<file path="config.mk">
export PLATFORM = sky130hd
export DESIGN_NAME = symbol_packer
export DESIGN_NICKNAME = d
export VERILOG_FILES = /design/src/rtl/symbol_pkg.sv /design/src/rtl/symbol_packer.sv
export SDC_FILE = /design/constraint.sdc
export NUM_CORES = 1
export LEC_CHECK = 0
export BUFFER_PORTS_ARGS = -buffer_cell sky130_fd_sc_hd__buf_2
export CORE_MARGIN = 2
export CORE_UTILIZATION = 50
export CTS_CLUSTER_DIAMETER = 150
export DETAILED_ROUTE_END_ITERATION = 7
export PLACE_DENSITY = 0.74
export SYNTH_ARGS = -nofsm -noshare
export SYNTH_HDL_FRONTEND = slang
export SYNTH_SLANG_ARGS = --single-unit
</file>
<file path="constraint.sdc">
create_clock -name clk -period 2.3 [get_ports clk]
set_clock_uncertainty 0.05 [all_clocks]
set_input_delay 0.23 -clock clk [delete_from_list [all_inputs] [get_ports clk]]
set_output_delay 0.23 -clock clk [all_outputs]
set_load 0.05 [all_outputs]
</file>
<file path="src/rtl/symbol_pkg.sv">
// symbol_pkg: symbol geometry shared by the 2-bit mux and the symbol packer
package symbol_pkg;
   localparam int SYM_W   = 2;
   localparam int SYMBOLS = 4;
   localparam int WORD_W  = SYM_W * SYMBOLS;
   localparam int CNT_W   = $clog2(SYMBOLS + 1);
   function automatic logic [WORD_W-1:0] left_align(input logic [WORD_W-1:0] w, input logic [CNT_W-1:0] n);
      return w << (SYM_W * (SYMBOLS - int'(n)));
   endfunction
endpackage

</file>
<file path="src/rtl/symbol_packer.sv">
// symbol_packer: packs consecutive symbols MSB-first into words behind a valid/ready output register
module symbol_packer
   import symbol_pkg::*;
(
   input  logic              clk,
   input  logic              reset,
   input  logic              valid_in,
   input  logic [SYM_W-1:0]  data_in,
   output logic              ready_out,
   input  logic              flush,
   input  logic              ready_in,
   output logic              valid_out,
   output logic [WORD_W-1:0] data_out,
   output logic [CNT_W-1:0]  count_out
);
   logic [WORD_W-1:0] acc, shifted, load_word;
   logic [CNT_W-1:0]  cnt, load_cnt;
   logic              flush_pend, out_free, accept, complete, drain, part, load;
   assign ready_out = (cnt < CNT_W'(SYMBOLS)) && !flush_pend;
   assign out_free  = !valid_out || ready_in;
   assign accept    = valid_in && ready_out;
   assign shifted   = {acc[WORD_W-SYM_W-1:0], data_in};
   assign complete  = accept && cnt == CNT_W'(SYMBOLS - 1);
   assign drain     = cnt == CNT_W'(SYMBOLS);
   assign part      = flush_pend && cnt != '0 && cnt < CNT_W'(SYMBOLS);
   assign load      = out_free && (complete || drain || part);
   assign load_word = complete ? shifted : drain ? acc : left_align(acc, cnt);
   assign load_cnt  = (complete || drain) ? CNT_W'(SYMBOLS) : cnt;
   // accumulator, symbol count and pending flush; a full acc drains before a pending flush is served
   always_ff @(posedge clk) begin
      if (reset) begin
         acc        <= '0;
         cnt        <= '0;
         flush_pend <= 1'b0;
      end else begin
         if (accept) acc <= shifted;
         if (accept) cnt <= complete ? (out_free ? '0 : CNT_W'(SYMBOLS)) : cnt + CNT_W'(1);
         else if (load) cnt <= '0;
         flush_pend <= flush || (flush_pend && cnt != '0 && !(part && out_free));
      end
   end
   // output register: loads a new word when free, otherwise holds until the consumer takes it
   always_ff @(posedge clk) begin
      if (reset) begin
         valid_out <= 1'b0;
         data_out  <= '0;
         count_out <= '0;
      end else if (load) begin
         valid_out <= 1'b1;
         data_out  <= load_word;
         count_out <= load_cnt;
      end else if (ready_in) begin
         valid_out <= 1'b0;
      end
   end
endmodule

</file>
==> run summary <==
Status - complete, no violations
Routed WL per cell - 15.14 um
Share of the synthesized area in the top cell type - 36.57%
Max transition margin - 60.73%
Num rows - 18
Clock slew at the register clock pins of the worst setup and hold paths - 0.14 ns
Area leader, netlist - dfxtp_1
Io pins - 20
Gr usage total - 19.96%
Effective utilization at floorplan - 53.03%
Post-layout net count - 193
CP endpoint kind - register
Area of the multi-input gates - 790.8 sq um
# DRC - 0
Die H - 55.26 um
Post-CTS setup buffers - 0
Syn nets - 173
Fin crit share - 95.77%
CTS max path bufs - 2
Die width - 55.26 um
Cts-stage hold buffer count - 0
Ant. Diodes - 0
Leak - 0.5999 nW
Clk root buf - clkbuf_4
Final min period - 2.203 ns
Initial antenna violation count - 0
Pin count of the biggest net entering global routing - 28
Min-delay src - flush
Syn Area/Cell - 8.160 sq um
Sink Count - 24
Mapped Area - 0.001314 sq mm
GRT overflow - 0
Yosys cell types - 40
Register area share after synthesis - 36.57%
Via count - 1244
Via-to-Cell Ratio - 5.924
RSZ-0062 raised after global routing - no
Peak supply drop - 0.0004281 V
Sequential cell area - 480.5 sq um
Total Wirelength - 3.180 mm
Worst-margin pin slew - 0.5836 ns
Top cells by area, synth - dfxtp_1 (37%), nand2_1 (8.0%), a21oi_1 (7.2%)
Vias in the first global route - 1106
Drt first pass iters - 4
CTS tree - built
Layout cells sized above 1 - 21.67%
Hpwl dp - 2.326 mm
Synth Register Bits - 24
Slew Limit Fails - 0
Clk_lat worst skew - 0.34 ns
FF-to-FF Start - cnt[0]$_SDFFE_PP0P_
Maxcap violations - 0
Layout Utilization - 60.91%
Total core area - 0.002477 sq mm
CTS Buf Count - 3
Fillers - 246
GP Congestion - 0.8729
Maximum clock frequency - 0.4540 GHz
H-tree levels - 1
CP startpoint kind - register
Setup_tns - 0 ns
Post_cts resized - 0
DRT antenna net count - 0
Port Buffer Count - 19
Gate Count Post-Synth - 161
Power per cell area - 614.0 mW/mm^2
Arrival time worst endpoint - 2.40 ns
Fin. Hold Viols - 0
Worst hold path type - in -> reg
DR iter-0 viols - 26
Yosys warning count - 0
Launch point of the worst path - cnt[0]$_SDFFE_PP0P_
Maximum fanout along the worst path - 14
Setup violators final - 0
First-pass GRT wire length - 4.968 mm
Crit Path Category - reg -> reg
WP data required - 2.50 ns
Area grow syn2layout - 14.86%
Die Area - 0.003054 sq mm
cell families (layout without fill, tap and decap cells):
kind of cell / Yosys count / count (layout) / synth area share (%)
DFF: 24 / 24 / 36.57
muxes: 2 / 2 / 1.524
AOI/OAI and AO/OA: 49 / 49 / 25.05
and+or+nand+nor: 68 / 68 / 27.05
adders and majority gates: 5 / 5 / 4.762
buffers and inverters: 13 / 32 / 5.047
layout make-up:
class	count	share of cell area (%)
clock buffer	3	1.493
clock inverter	1	1.990
inverter	4	0.9950
multi-input combinational	124	52.40
sequential	24	31.84
tap	30	2.488
timing repair buffer	24	8.789
worst max-delay path, cell delays in order (launching register included):
cell and delay [ns]:
dfxtp_1 0.35, inv_1 0.07, ha_1 0.21, ha_1 0.18, nand2b_2 0.20, or4_4 0.51, and2_4 0.22, o41ai_2 0.32
where the power goes:
group          leakage (nW)  switching (mW)  internal, mW
Clock                0.0279           0.140         0.177
Combinational         0.377           0.110        0.0585
Sequential            0.195          0.0130         0.429
Total                 0.600           0.263         0.664
cells in the mapped netlist:
master,instances
o211ai_1,2
a22oi_1,2
o41ai_1,1
a21oi_4,1
o41ai_2,1
clkbuf_1,5
nor3b_4,1
nor3b_1,1
o221ai_1,1
and2_1,1
o22ai_1,1
a32oi_1,1
buf_6,2
nand2_1,28
nor2b_1,4
dfxtp_1,24
a211oi_1,2
mux2i_1,2
ha_1,5
nand3b_1,4
nand2b_2,1
a221oi_1,3
inv_1,4
o21ai_4,1
and2_4,1
nor2_1,15
or4_1,1
a2111oi_0,1
a21oi_1,19
and3b_1,2
a31oi_1,4
buf_2,2
nor4_1,1
and4bb_2,1
o21ai_0,8
or4_4,1
nor3_1,3
or3_1,1
a21o_1,1
nand2b_1,2
registers in the layout, indices dropped and copies added, names as in the netlist:
signal / cells
acc: 8
data_out: 8
cnt: 3
count_out: 3
flush_pend: 1
valid_out: 1
metrics by stage:
| stage | setup slack [ns] | cell area, sq um | power (mW) | cells | hold slack, ns |
|---|---|---|---|---|---|
| floorplan | 0.006831 | 1320 | 0.5743 | 161 | 0.3007 |
| global placement | 0.1894 | 1433 | 0.6057 | 206 | 0.3880 |
| finish | 0.09726 | 1509 | 0.9265 | 210 | 0.03987 |
| CTS | 0.08137 | 1485 | 0.9215 | 210 | 0.05037 |
| detailed placement | 0.09921 | 1433 | 0.6111 | 206 | 0.3979 |
| global route | 0.04189 | 1509 | 0.9611 | 210 | 0.05991 |
placed cells by master, fill, tap and decap left out, types with 3 or more instances in the layout:
| cell type | Yosys | routed |
|---|---|---|
| dfxtp_1 | 24 | 24 |
| inv_1 | 4 | 4 |
| nor3_1 | 3 | 3 |
| buf_2 | 2 | 19 |
| a21oi_1 | 19 | 19 |
| clkbuf_4 | 0 | 3 |
| ha_1 | 5 | 5 |
| nor2_1 | 15 | 15 |
| buf_4 | 0 | 5 |
| a31oi_1 | 4 | 4 |
| nand2_1 | 28 | 28 |
| nand3b_1 | 4 | 4 |
| nor2b_1 | 4 | 4 |
| o21ai_0 | 8 | 8 |
worst paths after layout:
| path | depth (start not counted) | endpoint | slack (ns) |
|---|---|---|---|
| max | 7 | data_out[7]$_SDFFE_PP0P_ | 0.1 |
| min | 3 | flush_pend$_SDFF_PP0_ | 0.04 |
| max reg2reg | 7 | data_out[7]$_SDFFE_PP0P_ | 0.1 |
| min reg2reg | 2 | data_out[6]$_SDFFE_PP0P_ | 0.41 |
layer usage:
layer / track usage, % / wire length (um) / vias to the layer above
li1: - / - / 614
met1: 24.96 / 1413 / 578
met2: 34.86 / 1540 / 47
met3: 5.855 / 201 / 5
met4: 2.439 / 25 / 0
met5: 0 / 0 / -
Power figures use the tool's default switching activity.
